$ cat config.mk
export PLATFORM = sky130hd
export DESIGN_NAME = wash_program_controller_flat
export DESIGN_NICKNAME = d
export VERILOG_FILES = /design/src/rtl/wash_program_controller_pkg.sv /design/src/rtl/wash_program_controller_if.sv /design/src/rtl/wash_program_controller_phase_timer.sv /design/src/rtl/wash_program_controller.sv /design/src/flat_wrapper.sv
export SDC_FILE = /design/constraint.sdc
export NUM_CORES = 1
export LEC_CHECK = 0
export CAP_MARGIN = 10
export CELL_PAD_IN_SITES_DETAIL_PLACEMENT = 0
export CELL_PAD_IN_SITES_GLOBAL_PLACEMENT = 1
export CORE_MARGIN = 8
export CORE_UTILIZATION = 42
export CTS_CLUSTER_SIZE = 20
export DETAILED_ROUTE_END_ITERATION = 7
export DONT_BUFFER_PORTS = 1
export PLACE_DENSITY = 0.79
export SETUP_SLACK_MARGIN = 0.3
export SLEW_MARGIN = 20
export SYNTH_ARGS = -nofsm -noshare
export SYNTH_HDL_FRONTEND = slang
export SYNTH_SLANG_ARGS = --single-unit
$ cat constraint.sdc
create_clock -name clk -period 2.1 [get_ports clk]
set_input_delay 0.63 -clock clk [delete_from_list [all_inputs] [get_ports clk]]
set_output_delay 0.63 -clock clk [all_outputs]
set_load 0.05 [all_outputs]
$ cat src/rtl/wash_program_controller_pkg.sv
// wash_program_controller_pkg: phase encodings and tick-count helper shared by the controller and its benches
package wash_program_controller_pkg;
  localparam int STATE_W = 3;
  typedef enum logic [STATE_W-1:0] {
    ST_IDLE  = 3'd0,
    ST_FILL  = 3'd1,
    ST_WASH  = 3'd2,
    ST_RINSE = 3'd3,
    ST_SPIN  = 3'd4,
    ST_DRAIN = 3'd5
  } state_e;
  function automatic longint unsigned at_least_one(input longint unsigned v);
    return (v == 0) ? 64'd1 : v;
  endfunction
endpackage

$ cat src/rtl/wash_program_controller_if.sv
// wash_program_controller_if: control inputs and live status of the wash sequencer
interface wash_program_controller_if #(parameter int CNT_W = 32, parameter int CYC_W = 3);
  logic             tick;
  logic             coin;
  logic [CYC_W-1:0] cycles_sel;
  logic             pause;
  logic             abort;
  logic [2:0]       state;
  logic [CNT_W-1:0] remaining;
  logic [CYC_W-1:0] cycle_idx;
  logic             busy;
  logic             wash_done;
  logic             aborted;
  modport master (output tick, coin, cycles_sel, pause, abort,
                  input state, remaining, cycle_idx, busy, wash_done, aborted);
  modport slave  (input tick, coin, cycles_sel, pause, abort,
                  output state, remaining, cycle_idx, busy, wash_done, aborted);
endinterface

$ cat src/rtl/wash_program_controller_phase_timer.sv
// wash_program_controller_phase_timer: loadable down-counter that flags the last enabled tick of a phase
module wash_program_controller_phase_timer #(parameter int CNT_W = 32) (
  input  logic             clk,
  input  logic             reset,
  input  logic             i_load,
  input  logic [CNT_W-1:0] i_load_val,
  input  logic             i_en,
  output logic [CNT_W-1:0] o_count,
  output logic             o_expire
);
  logic [CNT_W-1:0] r_count;
  always_ff @(posedge clk) begin
    if (!reset) r_count <= '0;
    else if (i_load) r_count <= i_load_val;
    else if (i_en && r_count > CNT_W'(1)) r_count <= r_count - CNT_W'(1);
  end
  assign o_count  = r_count;
  assign o_expire = i_en && (r_count == CNT_W'(1));
endmodule

$ cat src/rtl/wash_program_controller.sv
// wash_program_controller: FILL, N x (WASH, RINSE), SPIN sequencer with pause, abort-to-drain and live status
module wash_program_controller
  import wash_program_controller_pkg::*;
#(
  parameter int          CNT_W       = 32,
  parameter int unsigned FILL_TICKS  = 120000000,
  parameter int unsigned WASH_TICKS  = 300000000,
  parameter int unsigned RINSE_TICKS = 120000000,
  parameter int unsigned SPIN_TICKS  = 60000000,
  parameter int unsigned DRAIN_TICKS = 30000000,
  parameter int          MAX_CYCLES  = 4,
  parameter int          CYC_W       = 3
) (
  input logic clk,
  input logic reset,
  wash_program_controller_if.slave bus
);
  localparam logic [CNT_W-1:0] L_FILL  = CNT_W'(at_least_one(64'(FILL_TICKS)));
  localparam logic [CNT_W-1:0] L_WASH  = CNT_W'(at_least_one(64'(WASH_TICKS)));
  localparam logic [CNT_W-1:0] L_RINSE = CNT_W'(at_least_one(64'(RINSE_TICKS)));
  localparam logic [CNT_W-1:0] L_SPIN  = CNT_W'(at_least_one(64'(SPIN_TICKS)));
  localparam logic [CNT_W-1:0] L_DRAIN = CNT_W'(at_least_one(64'(DRAIN_TICKS)));
  localparam logic [CYC_W-1:0] L_MAXC  = CYC_W'(MAX_CYCLES);
  state_e           r_state;
  logic [CYC_W-1:0] r_cyc;
  logic [CYC_W-1:0] r_n;
  logic             r_busy;
  logic             r_wd;
  logic             r_ab;
  logic             w_timed;
  logic             w_more;
  logic             w_en;
  logic             w_expire;
  logic             w_load;
  logic [CNT_W-1:0] w_load_val;
  logic [CNT_W-1:0] w_count;
  logic [CYC_W-1:0] w_n;
  assign w_timed = (r_state == ST_FILL) || (r_state == ST_WASH) ||
                   (r_state == ST_RINSE) || (r_state == ST_SPIN);
  assign w_more  = r_cyc < r_n;
  assign w_en    = bus.tick && !(bus.pause && w_timed);
  assign w_n     = (bus.cycles_sel == '0) ? CYC_W'(1) :
                   (bus.cycles_sel > L_MAXC) ? L_MAXC : bus.cycles_sel;
  // Abort outranks expiry, so the drain count wins any same-edge load
  always_comb begin
    w_load     = 1'b0;
    w_load_val = '0;
    if (r_state == ST_IDLE) begin
      w_load     = bus.coin;
      w_load_val = L_FILL;
    end else if (w_timed) begin
      w_load     = bus.abort || w_expire;
      w_load_val = bus.abort ? L_DRAIN :
                   (r_state == ST_FILL) ? L_WASH :
                   (r_state == ST_WASH) ? L_RINSE :
                   (r_state == ST_RINSE) ? (w_more ? L_WASH : L_SPIN) : '0;
    end else begin
      w_load = (r_state != ST_DRAIN) || w_expire;
    end
  end
  wash_program_controller_phase_timer #(.CNT_W(CNT_W)) u_timer (
    .clk        (clk),
    .reset      (reset),
    .i_load     (w_load),
    .i_load_val (w_load_val),
    .i_en       (w_en),
    .o_count    (w_count),
    .o_expire   (w_expire)
  );
  always_ff @(posedge clk) begin
    if (!reset) begin
      r_state <= ST_IDLE;
      r_cyc   <= '0;
      r_n     <= '0;
      r_busy  <= 1'b0;
      r_wd    <= 1'b0;
      r_ab    <= 1'b0;
    end else begin
      r_wd <= 1'b0;
      r_ab <= 1'b0;
      case (r_state)
        ST_IDLE: if (bus.coin) begin
          r_state <= ST_FILL;
          r_n     <= w_n;
          r_busy  <= 1'b1;
        end
        ST_FILL, ST_WASH, ST_RINSE, ST_SPIN: begin
          if (bus.abort) r_state <= ST_DRAIN;
          else if (w_expire) begin
            case (r_state)
              ST_FILL: begin
                r_state <= ST_WASH;
                r_cyc   <= CYC_W'(1);
              end
              ST_WASH: r_state <= ST_RINSE;
              ST_RINSE: begin
                r_state <= w_more ? ST_WASH : ST_SPIN;
                r_cyc   <= w_more ? r_cyc + CYC_W'(1) : r_cyc;
              end
              default: begin
                r_state <= ST_IDLE;
                r_cyc   <= '0;
                r_busy  <= 1'b0;
                r_wd    <= 1'b1;
              end
            endcase
          end
        end
        ST_DRAIN: if (w_expire) begin
          r_state <= ST_IDLE;
          r_cyc   <= '0;
          r_busy  <= 1'b0;
          r_ab    <= 1'b1;
        end
        default: begin
          r_state <= ST_IDLE;
          r_cyc   <= '0;
          r_busy  <= 1'b0;
        end
      endcase
    end
  end
  assign bus.state     = r_state;
  assign bus.remaining = w_count;
  assign bus.cycle_idx = r_cyc;
  assign bus.busy      = r_busy;
  assign bus.wash_done = r_wd;
  assign bus.aborted   = r_ab;
endmodule

$ cat src/flat_wrapper.sv
// flat-port wrapper written by rule: the top's interface ports become plain ports
module wash_program_controller_flat import wash_program_controller_pkg::*;
#(
  parameter int          CNT_W       = 32,
  parameter int unsigned FILL_TICKS  = 120000000,
  parameter int unsigned WASH_TICKS  = 300000000,
  parameter int unsigned RINSE_TICKS = 120000000,
  parameter int unsigned SPIN_TICKS  = 60000000,
  parameter int unsigned DRAIN_TICKS = 30000000,
  parameter int          MAX_CYCLES  = 4,
  parameter int          CYC_W       = 3
)
  (clk, reset, bus_tick, bus_coin, bus_cycles_sel, bus_pause, bus_abort, bus_state, bus_remaining, bus_cycle_idx, bus_busy, bus_wash_done, bus_aborted);
  wash_program_controller_if #(.CNT_W(CNT_W), .CYC_W(CYC_W)) bus_i ();
  input logic clk;
  input logic reset;
  input wire logic [$bits(bus_i.tick)-1:0] bus_tick;
  input wire logic [$bits(bus_i.coin)-1:0] bus_coin;
  input wire logic [$bits(bus_i.cycles_sel)-1:0] bus_cycles_sel;
  input wire logic [$bits(bus_i.pause)-1:0] bus_pause;
  input wire logic [$bits(bus_i.abort)-1:0] bus_abort;
  output wire logic [$bits(bus_i.state)-1:0] bus_state;
  output wire logic [$bits(bus_i.remaining)-1:0] bus_remaining;
  output wire logic [$bits(bus_i.cycle_idx)-1:0] bus_cycle_idx;
  output wire logic [$bits(bus_i.busy)-1:0] bus_busy;
  output wire logic [$bits(bus_i.wash_done)-1:0] bus_wash_done;
  output wire logic [$bits(bus_i.aborted)-1:0] bus_aborted;
  assign bus_i.tick = bus_tick;
  assign bus_i.coin = bus_coin;
  assign bus_i.cycles_sel = bus_cycles_sel;
  assign bus_i.pause = bus_pause;
  assign bus_i.abort = bus_abort;
  assign bus_state = bus_i.state;
  assign bus_remaining = bus_i.remaining;
  assign bus_cycle_idx = bus_i.cycle_idx;
  assign bus_busy = bus_i.busy;
  assign bus_wash_done = bus_i.wash_done;
  assign bus_aborted = bus_i.aborted;
  wash_program_controller #(.CNT_W(CNT_W), .FILL_TICKS(FILL_TICKS), .WASH_TICKS(WASH_TICKS), .RINSE_TICKS(RINSE_TICKS), .SPIN_TICKS(SPIN_TICKS), .DRAIN_TICKS(DRAIN_TICKS), .MAX_CYCLES(MAX_CYCLES), .CYC_W(CYC_W)) u_core (.clk(clk), .reset(reset), .bus(bus_i));
endmodule
==> summary.md, run 1 <==
| Metric | Value |
|---|---|
| Proportion of netlist area held by the largest area contributor | `0.348` |
| GRT Resource Usage Total | `0.203` |
| Unrepaired setup endpoints after global routing | `true` |
| Data required, critical path | `2.31 ns` |
| Antenna cell count | `0` |
| PortBufs | `0` |
| Endpoints failing setup | `40` |
| Total number of clock tree sinks | `44` |
| Largest voltage drop on the vdd net | `0.00109 V` |
| Flip-flop cell with the highest count after synthesis | `sky130_fd_sc_hd__dfxtp_1` |
| Commonest cells after routing, fill and taps aside | `81 x sky130_fd_sc_hd__buf_4, 27 x sky130_fd_sc_hd__nor2_1, 21 x sky130_fd_sc_hd__a21oi_1, 21 x sky130_fd_sc_hd__dfxtp_1, 18 x sky130_fd_sc_hd__nand2_1` |
| Via count of the first global-routing pass | `2789` |
| Clock root cell | `sky130_fd_sc_hd__clkbuf_8` |
| Critical Path Max Stage Delay | `0.57 ns` |
| Clock edge transition at the registers on the reported setup and hold paths | `0.08 ns` |
| Cell type group with the largest total delay on the critical path | `simple AND/OR/NAND/NOR gates` |
| Number of standard-cell rows in the floorplan | `28` |
| Critical setup path kind | `register to register` |
| WL/cell | `18.3 um` |
| Pin count of the biggest net entering global routing | `20` |
| DRC viols | `0` |
| Post-layout instance count excluding filler cells | `476` |
| Area delta synth->final | `47.4%` |
| Max Root-Sink Buffers | `2` |
| Setup TNS Final | `-2.66 ns` |
| Core area | `0.00589 mm2` |
| Net count of the mapped netlist | `331` |
| Highest fanout seen on the critical path | `4` |
| Top area cells in the synthesized netlist | `sky130_fd_sc_hd__dfxtp_1 35%, sky130_fd_sc_hd__a21oi_1 5.7%, sky130_fd_sc_hd__nor2_1 4.6%, sky130_fd_sc_hd__xnor2_1 4.5%, sky130_fd_sc_hd__nor3_1 4.2%` |
| Critical Path Slowest Stage Cell | `sky130_fd_sc_hd__or4_4` |
| Initial standard-cell utilization of the core | `0.430` |
| First drt pass iteration count | `4` |
| Final period utilization | `1.08` |
| Leakage | `1.48 nW` |
| Data arrival time of the critical path | `2.47 ns` |
| Die extent in y | `93.7 um` |
| Post-Synthesis Cells | `317` |
| Routability congestion estimate | `0.880` |
| Wire length of the first global-routing pass | `14200 um` |
| Share of cells above drive strength 1 | `0.449` |
| # Max-Cap Violations | `0` |
| Mean post-synth cell area | `7.99 um2` |
| Status | `finished, violations left` |
| Kind of start point of the critical path | `register` |
| Top cell type by total area after synthesis | `sky130_fd_sc_hd__dfxtp_1` |
| Max-Slew Margin vs Limit | `0.538` |
| Yosys Warn Count | `0` |
| Horizontal extent of the die | `93.7 um` |
| Final-stage net count | `414` |
| Clock latency reported for the late side of the worst-skew pair | `0.30 ns` |
| Achievable Freq | `0.442 GHz` |
| Tmin final | `2.26 ns` |
| Most common cell after layout, fill and taps aside | `sky130_fd_sc_hd__buf_4` |
| Most repeated library cell on the critical path | `sky130_fd_sc_hd__or4_4` |
| Fin util | `0.634` |
| Final Skew | `0.0112 ns` |
| Post-Route WL | `8700 um` |
| Number of violations reported at the end of detailed-routing iteration 0 | `136` |
| Crit-path cells | `or4_4 > or4_4 > nor3_4 > or2_4 > o21ai_2 > a311oi_2` |
| Number of buffers added by the clock tree synthesis step | `5` |
| Floorplan die area | `0.00877 mm2` |
| Worst Setup End Kind | `register` |
| Count of nets left with antenna violations after detail routing | `0` |
| Worst Max-Slew Pin Slew | `0.688 ns` |
| Initial antenna violation count | `0` |
| H-tree Lvls | `2` |
| Worst setup margin | `-0.162 ns` |
| Half-perimeter wire length of the detailed placement result | `6170 um` |
| Violations in the final reports | `negative setup slack` |
| Fraction of the yosys area taken by sequential cells | `0.348` |
| Via-to-Cell Ratio | `5.78` |
| Number of flip-flops and latches in the synthesized netlist | `44` |
| Hold WC Path Type | `primary input to register` |
| Final hold violation count | `0` |
| Max-slew violation count | `0` |
| Count of buffer and inverter cells on the critical path | `0` |
| Count of cell types in the netlist | `51` |
| Proportion of synthesized flip-flops having asynchronous set or reset | `0` |
| Clock tree from TritonCTS | `built` |
| Number of cells after detailed placement | `459` |
| Number of vias after detailed routing | `2749` |
| Post-synthesis instance area | `0.00253 mm2` |
| Top Ports | `50` |
| Power per cell area | `1650 mW/mm2` |
| Remaining global-route overflow | `0` |
| Number of enable flip-flop cells after synthesis | `0` |
[routing by layer]
layer | routed length, um | track usage | up-vias | part of all wire
li1 | - | - | 1332 | -
met1 | 3510 | 0.236 | 1300 | 0.40
met2 | 4390 | 0.360 | 105 | 0.50
met3 | 673 | 0.0544 | 12 | 0.077
met4 | 131 | 0.0515 | 0 | 0.015
met5 | 0 | 0 | - | 0
[sequential cells by signal, indices dropped and copies added, names as in the netlist]
name,cells
u_core.bus.aborted,1
u_core.bus.cycle_idx,3
u_core.bus.state,3
u_core.bus.busy,1
u_core.r_n,3
u_core.u_timer.o_count,32
u_core.bus.wash_done,1
[area by class of cell]
class	instances	area (um2)
multi-input combinational	250	1850
clock buffer	7	76.3
tap	75	93.8
clock inverter	1	3.75
fill	509	2150
inverter	7	26.3
sequential	44	925
timing repair buffer	92	757
[path summary, 6_finish.rpt]
check                        startpoint                          to  slack, ns  cells past startpoint
min reg2reg               u_core.r_n[2]               u_core.r_n[2]       0.46                      2
max          u_core.u_timer.o_count[24]  u_core.u_timer.o_count[21]      -0.16                      6
max reg2reg  u_core.u_timer.o_count[24]  u_core.u_timer.o_count[21]      -0.16                      6
min                               reset  u_core.u_timer.o_count[13]       0.44                      1
[power by group]
group | switching [mW] | internal (mW)
clock | 0.295 | 0.232
combinational | 2.63 | 1.67
sequential | 0.210 | 1.11
total | 3.14 | 3.02
[metrics by stage]
step                cell area, um2  worst slack (ns)  total power, mW  hold slack, ns
detailed placement            3280            -0.351             5.03           0.449
finish                        3730            -0.162             6.16           0.438
global placement              3280            -0.320             4.99           0.444
global route                  3730            -0.229             6.51           0.422
floorplan                     2610            -0.249             3.71           0.436
CTS                           3640            -0.157             5.98           0.434
[logic make-up (layout without fill, tap and decap cells)]
kind of cell	after synthesis	in the layout	synth area share
buf+inv	24	107	0.0376
xor+xnor	23	23	0.0795
fa+ha+maj	5	5	0.0247
mux	2	2	0.00791
simple gates	144	144	0.316
flops	44	44	0.348
compound gates	75	76	0.186
[cell usage after synthesis (all sizes together) (3+ instances only)]
library cell,n
ha,5
o21ai,16
and3,3
xor2,10
a211oi,4
nor2b,5
nand4,13
nand2b,4
o21a,4
inv,7
or4,8
or2,3
nor2,31
a31oi,3
o31ai,4
a21oi,29
nand2,20
nand3,11
nor3,24
or3,7
buf,4
clkbuf,13
dfxtp,44
xnor2,13
nor3b,3
nor4,6
[timing repair]
action                     4_1_cts  5_1_grt
hold buffers                     0        0
setup endpoints to repair       41       41
pin swaps                       27       16
gates cloned                     3        0
resized for setup               53       18
buffers inserted                 4        2
Note: power is estimated with default switching activity, not from simulation.
==> run 2, diff against run 1 <==
--- a/config.mk
+++ b/config.mk
@@ -13,8 +13,9 @@
 export CTS_CLUSTER_SIZE = 20
 export DETAILED_ROUTE_END_ITERATION = 7
 export DONT_BUFFER_PORTS = 1
+export HOLD_SLACK_MARGIN = 0.08
 export PLACE_DENSITY = 0.79
-export SETUP_SLACK_MARGIN = 0.3
+export SETUP_SLACK_MARGIN = 0.02
 export SLEW_MARGIN = 20
 export SYNTH_ARGS = -nofsm -noshare
 export SYNTH_HDL_FRONTEND = slang
==> summary.md, run 2 (synthesized netlist as in run 1, its figures left out) <==
| Metric | Value |
|---|---|
| Status | `finished, violations left` |
| Violations in the final reports | `negative setup slack` |
| Fin util | `0.659` |
| Critical setup path kind | `register to register` |
| Floorplan die area | `0.00877 mm2` |
| Clock tree from TritonCTS | `built` |
| Post-route cell area | `0.00388 mm2` |
| Post-Route WL | `9070 um` |
| Clock latency reported for the late side of the worst-skew pair | `0.30 ns` |
| Commonest cells after routing, fill and taps aside | `75 x sky130_fd_sc_hd__buf_4, 26 x sky130_fd_sc_hd__nor2_1, 21 x sky130_fd_sc_hd__dfxtp_1` |
| Worst setup margin | `-0.249 ns` |
| Post-route worst hold slack | `0.449 ns` |
| Max-Slew Margin vs Limit | `0.574` |
| Number of standard-cell rows in the floorplan | `28` |
| Horizontal extent of the die | `93.7 um` |
| Clock root cell | `sky130_fd_sc_hd__clkbuf_8` |
| Max Root-Sink Buffers | `2` |
| Placed instance area | `0.00326 mm2` |
| Data arrival time of the critical path | `2.55 ns` |
| # Max-Cap Violations | `0` |
| Unrepaired setup endpoints after global routing | `true` |
| WL/cell | `18.9 um` |
| PortBufs | `0` |
| Footprint of the multi-input gates | `0.00189 mm2` |
| Hold WC Path Type | `primary input to register` |
| H-tree Lvls | `2` |
| Critical Path Slowest Stage Cell | `sky130_fd_sc_hd__or4_4` |
| Final period utilization | `1.12` |
| Worst slack at placement | `-0.268 ns` |
| Power per cell area | `1650 mW/mm2` |
| Filler cell count in the final layout | `471` |
| Final hold violation count | `0` |
| Share of cells above drive strength 1 | `0.480` |
| Routability congestion estimate | `0.898` |
| Tmin final | `2.35 ns` |
| Storage cell area | `925 um2` |
| Count of buffer and inverter cells on the critical path | `0` |
| Kind of start point of the critical path | `register` |
| Pin count of the biggest net entering global routing | `20` |
| Critical Path Max Stage Delay | `0.58 ns` |
| Flip-flop count of the largest register after layout | `32` |
| Slack of the worst reg-to-reg path | `-0.25 ns` |
| Antenna cell count | `0` |
| Initial antenna violation count | `0` |
| Data required, critical path | `2.31 ns` |
| Cell type group with the largest total delay on the critical path | `simple AND/OR/NAND/NOR gates` |
| Leakage | `1.52 nW` |
| Half-perimeter wire length of the detailed placement result | `6320 um` |
| Largest voltage drop on the vdd net | `0.000923 V` |
| DRC viols | `0` |
| Clock edge transition at the registers on the reported setup and hold paths | `0.09 ns` |
| GRT Resource Usage Total | `0.193` |
| Wire length of the first global-routing pass | `13600 um` |
| Highest fanout seen on the critical path | `3` |
| Achievable Freq | `0.426 GHz` |
| Via count of the first global-routing pass | `2695` |
| Number of violations reported at the end of detailed-routing iteration 0 | `160` |
| Worst Setup End Kind | `register` |
| First drt pass iteration count | `4` |
| Top Ports | `50` |
| Crit-path cells | `or4_4 > nor3b_4 > nand4_1 > or2_4 > or3_1 > a311oi_2` |
| Worst Max-Slew Pin Slew | `0.638 ns` |
| Remaining global-route overflow | `0` |
| Die extent in y | `93.7 um` |
| Endpoints failing setup | `41` |
| Count of nets left with antenna violations after detail routing | `0` |
| Area delta synth->final | `53.1%` |
| Final Skew | `0.00888 ns` |
| Setup TNS Final | `-5.24 ns` |
| Count of hold-fix buffers inserted at cts | `0` |
| Number of vias after detailed routing | `2799` |
| Core area | `0.00589 mm2` |
| Initial standard-cell utilization of the core | `0.430` |
| Max-slew violation count | `0` |
| Number of buffers added by the clock tree synthesis step | `5` |
| Via-to-Cell Ratio | `5.82` |
| Most common cell after layout, fill and taps aside | `sky130_fd_sc_hd__buf_4` |
| Total number of clock tree sinks | `44` |
| Final-stage net count | `419` |
==> run 2: cell count changes in the layout (fill, tap and decap cells not counted), moves of 3 or more <==
cell and delta:
sky130_fd_sc_hd__buf_4 -6, sky130_fd_sc_hd__or4_1 -3, sky130_fd_sc_hd__or4_4 +3, sky130_fd_sc_hd__buf_6 +8
sky130_fd_sc_hd__nor2_2 +3
==> run 2: worst reg2reg max path, delay by kind of cell (launching register included) <==
family,cells,cell delay [ns]
flip-flops,1,0.33
AO/OA/AOI/OAI,1,0.28
AND/OR/NAND/NOR,5,1.64
==> run 2: what timing repair did <==
item | 4_1_cts | 5_1_grt
gates cloned | 0 | 4
setup endpoints to repair | 41 | 41
setup buffers | 7 | 8
resized for setup | 41 | 49
endpoints found under the hold margin | 0 | 0
pin swaps | 20 | 29
==> run 2: cell type report <==
type | instances | area share
repair buffers | 97 | 0.222
clock inverters | 1 | 0.00129
flip-flops and latches | 44 | 0.239
clock buffers | 7 | 0.0197
inverters | 7 | 0.00678
multi-input cells | 250 | 0.488
well taps | 75 | 0.0242
==> run 2: power by group <==
group | switching, mW | internal (mW) | total [mW]
clock network | 0.294 | 0.234 | 0.529
registers | 0.206 | 1.12 | 1.32
logic | 2.73 | 1.83 | 4.56
==> run 2: worst paths after layout <==
| kind | startpoint | end | cells past startpoint |
|---|---|---|---|
| hold / removal | reset | u_core.u_timer.o_count[13] | 1 |
| setup / recovery | u_core.u_timer.o_count[9] | u_core.u_timer.o_count[21] | 6 |
| setup reg to reg | u_core.u_timer.o_count[9] | u_core.u_timer.o_count[21] | 6 |
| hold reg to reg | u_core.r_n[2] | u_core.r_n[2] | 2 |
==> run 2: layer usage <==
layer / GRT usage / vias up / wire length [um]
met5: 0 / - / 0
met4: 0.0581 / 0 / 222
met3: 0.0528 / 19 / 653
met2: 0.341 / 91 / 4740
met1: 0.219 / 1348 / 3450
li1: - / 1341 / -
==> run 2: through the flow <==
stage / total power [mW] / instances
6_report: 6.41 / 481
5_1_grt: 6.74 / 481
4_1_cts: 5.84 / 470
3_3_place_gp: 4.91 / 456
2_1_floorplan: 3.71 / 317
3_5_place_dp: 4.94 / 456
==> run 3, diff against run 2 <==
--- a/config.mk
+++ b/config.mk
@@ -14,9 +14,10 @@
 export DETAILED_ROUTE_END_ITERATION = 7
 export DONT_BUFFER_PORTS = 1
 export HOLD_SLACK_MARGIN = 0.08
-export PLACE_DENSITY = 0.79
+export PLACE_DENSITY = 0.78
 export SETUP_SLACK_MARGIN = 0.02
 export SLEW_MARGIN = 20
 export SYNTH_ARGS = -nofsm -noshare
 export SYNTH_HDL_FRONTEND = slang
+export SYNTH_HIERARCHICAL = 1
 export SYNTH_SLANG_ARGS = --single-unit
==> summary.md, run 3 <==
| Metric | Value |
|---|---|
| Worst Hold Launch | `bus_abort` |
| Wire length of the first global-routing pass | `13300 um` |
| Worst setup margin | `-0.288 ns` |
| Via count of the first global-routing pass | `2724` |
| Flip-flop cell with the highest count after synthesis | `sky130_fd_sc_hd__dfxtp_1` |
| Number of cells after detailed placement | `481` |
| Max-Slew Margin vs Limit | `0.520` |
| Most common cell after layout, fill and taps aside | `sky130_fd_sc_hd__buf_4` |
| Highest fanout seen on the critical path | `10` |
| Tmin final | `2.39 ns` |
| Final-stage net count | `441` |
| Top Ports | `50` |
| Die extent in y | `95.3 um` |
| Slack of the worst reg-to-reg path | `-0.29 ns` |
| Number of violations reported at the end of detailed-routing iteration 0 | `128` |
| Crit-path cells | `or4_4 > nor2_4 > nand4_1 > nor2_2 > inv_2 > a21oi_4 > clkinv_4 > buf_12 > buf_12 > o21ai_0 > a21oi_1` |
| Number of standard-cell rows in the floorplan | `29` |
| Initial standard-cell utilization of the core | `0.425` |
| Max Root-Sink Buffers | `2` |
| Fin util | `0.652` |
| Proportion of synthesized flip-flops having asynchronous set or reset | `0` |
| Final hold violation count | `0` |
| Achievable Freq | `0.419 GHz` |
| WL/cell | `17.0 um` |
| Routability congestion estimate | `0.854` |
| Largest voltage drop on the vdd net | `0.00110 V` |
| Routing usage on met1 | `0.207` |
| Yosys Warn Count | `6` |
| Post-synthesis instance area | `0.00264 mm2` |
| Final Skew | `0.00492 ns` |
| H-tree Lvls | `2` |
| Clock tree from TritonCTS | `built` |
| DRC viols | `0` |
| Share of cells above drive strength 1 | `0.479` |
| Critical Path Max Stage Delay | `0.57 ns` |
| Met3 Track Usage GR | `0.0512` |
| Mean post-synth cell area | `8.10 um2` |
| Hold Crit Endpoint | `u_core/bus.wash_done` |
| Critical Path Slowest Stage Cell | `sky130_fd_sc_hd__or4_4` |
| Count of buffer and inverter cells on the critical path | `4` |
| Top post-synthesis cells by count | `44 x sky130_fd_sc_hd__dfxtp_1, 39 x sky130_fd_sc_hd__o21ai_0, 29 x sky130_fd_sc_hd__a21oi_1` |
| Via-to-Cell Ratio | `5.59` |
| Number of enable flip-flop cells after synthesis | `0` |
| Max-slew violation count | `0` |
| Remaining global-route overflow | `0` |
| Reg2Reg Capture Point | `u_core/u_timer/o_count[19]` |
| First drt pass iteration count | `4` |
| Total number of clock tree sinks | `44` |
| Power consumption | `7.34 mW` |
| Count of cell types in the netlist | `55` |
| Worst Max-Slew Pin Slew | `0.716 ns` |
| Violations in the final reports | `negative setup slack` |
| Number of vias after detailed routing | `2825` |
| Clock latency reported for the late side of the worst-skew pair | `0.30 ns` |
| Final period utilization | `1.14` |
| Area delta synth->final | `53.2%` |
| Count of nets left with antenna violations after detail routing | `0` |
| Met2 usage in global routing | `0.326` |
| R2r worst-path depth | `11` |
| Post-layout instance count excluding filler cells | `505` |
| Data required, critical path | `2.29 ns` |
| Post-Route WL | `8600 um` |
| # Max-Cap Violations | `0` |
| Kind of start point of the critical path | `register` |
| Half-perimeter wire length of the detailed placement result | `5980 um` |
| Initial antenna violation count | `0` |
| Top cell type by total area after synthesis | `sky130_fd_sc_hd__dfxtp_1` |
| Flip-flop count of the largest register after layout | `32` |
| Unrepaired setup endpoints after global routing | `true` |
| Floorplan die area | `0.00908 mm2` |
| Hold WC Path Type | `primary input to register` |
| Worst Setup End Kind | `register` |
| Critical setup path kind | `register to register` |
| Leakage | `1.60 nW` |
| Cell type group with the largest total delay on the critical path | `simple AND/OR/NAND/NOR gates` |
| Commonest cells after routing, fill and taps aside | `89 x sky130_fd_sc_hd__buf_4, 24 x sky130_fd_sc_hd__a21oi_1, 18 x sky130_fd_sc_hd__nand2_1` |
| Horizontal extent of the die | `95.3 um` |
| Top area cells in the synthesized netlist | `sky130_fd_sc_hd__dfxtp_1 33%, sky130_fd_sc_hd__o21ai_0 7.4%, sky130_fd_sc_hd__xnor2_1 5.6%, sky130_fd_sc_hd__a21oi_1 5.5%, sky130_fd_sc_hd__nand2_1 2.8%` |
| Number of buffers added by the clock tree synthesis step | `5` |
| Most numerous cell in the Yosys netlist | `sky130_fd_sc_hd__dfxtp_1` |
| GRT Resource Usage Total | `0.183` |
| Pin count of the biggest net entering global routing | `44` |
| Post-Synthesis Cells | `326` |
| Global route hottest layer | `met2` |
| Data arrival time of the critical path | `2.58 ns` |
| Fraction of the yosys area taken by sequential cells | `0.334` |
| Critical Path Start | `u_core/u_timer/o_count[17]` |
| Core area | `0.00620 mm2` |
| Number of flip-flops and latches in the synthesized netlist | `44` |
| Number of logic stages on the critical path including buffering | `11` |
| Status | `finished, violations left` |
| Endpoints failing setup | `36` |
| Most repeated library cell on the critical path | `sky130_fd_sc_hd__buf_12` |
| Reg-to-reg critical path startpoint | `u_core/u_timer/o_count[17]` |
| PortBufs | `0` |
| Setup TNS Final | `-7.05 ns` |
| Cell depth of the worst min-delay path | `1` |
| Clock edge transition at the registers on the reported setup and hold paths | `0.09 ns` |
| Antenna cell count | `0` |
| Clock root cell | `sky130_fd_sc_hd__clkbuf_8` |
| Power per cell area | `1810 mW/mm2` |
| Proportion of netlist area held by the largest area contributor | `0.334` |
run 3: cell count changes after synthesis, sizes merged, moves of 4 or more:
cell,before,now
o211a,0,5
inv,7,11
xnor2,13,17
nor4,6,13
o21ai,16,40
xor2,10,4
o21a,4,0
nand4,13,2
nor2,31,17
nor3,24,10
a31oi,3,11
run 3: cell families after synthesis:
kind of cell	after synthesis	share of synthesized area
and+or+nand+nor	113	0.254
AOI/OAI and AO/OA	106	0.248
DFF	44	0.334
buffers and inverters	32	0.0540
xor gates and xnor gates	21	0.0697
adders and majority gates	5	0.0237
muxes	4	0.0156
other	1	0.00142
run 3: worst max-delay path by stage:
stage                                 endpoint  slack [ns]
floorplan            u_core/u_timer/o_count[2]       -0.48
global route        u_core/u_timer/o_count[19]       -0.37
global placement    u_core/u_timer/o_count[30]       -0.20
finish              u_core/u_timer/o_count[19]       -0.29
detailed placement  u_core/u_timer/o_count[25]       -0.26
CTS                 u_core/u_timer/o_count[30]       -0.21
run 3: report_power, final:
group	leakage, nW	switching, mW	internal [mW]	total (mW)
Clock	0.0506	0.308	0.309	0.616
Sequential	0.376	0.241	1.22	1.47
Combinational	1.17	3.09	2.16	5.25
run 3: what timing repair did:
item,CTS,global route
resized for setup,13,75
buffers inserted,6,11
pin swaps,6,21
gates cloned,0,2
setup endpoints to repair,37,40
hold buffers,0,0
run 3: cell type report:
type                       instances  area (um2)
multi-input combinational        261        1950
timing repair buffer             104         907
fill                             542        2160
clock buffer                       8         101
inverter                          11        46.3
tap                               77        96.3
sequential                        44         947
run 3: through the flow:
stage | instance area [um2] | hold slack, ns | worst slack, ns
2_1_floorplan | 2860 | 0.444 | -0.481
3_3_place_gp | 3490 | 0.456 | -0.199
3_5_place_dp | 3490 | 0.459 | -0.258
4_1_cts | 3680 | 0.385 | -0.212
5_1_grt | 4040 | 0.386 | -0.367
6_report | 4040 | 0.394 | -0.288
run 3: layer usage:
layer	vias up	share of wire	routed length, um
met4	0	0.0084	72
met3	8	0.067	575
met1	1356	0.40	3430
met5	-	0	0
li1	1400	-	-
met2	61	0.53	4520
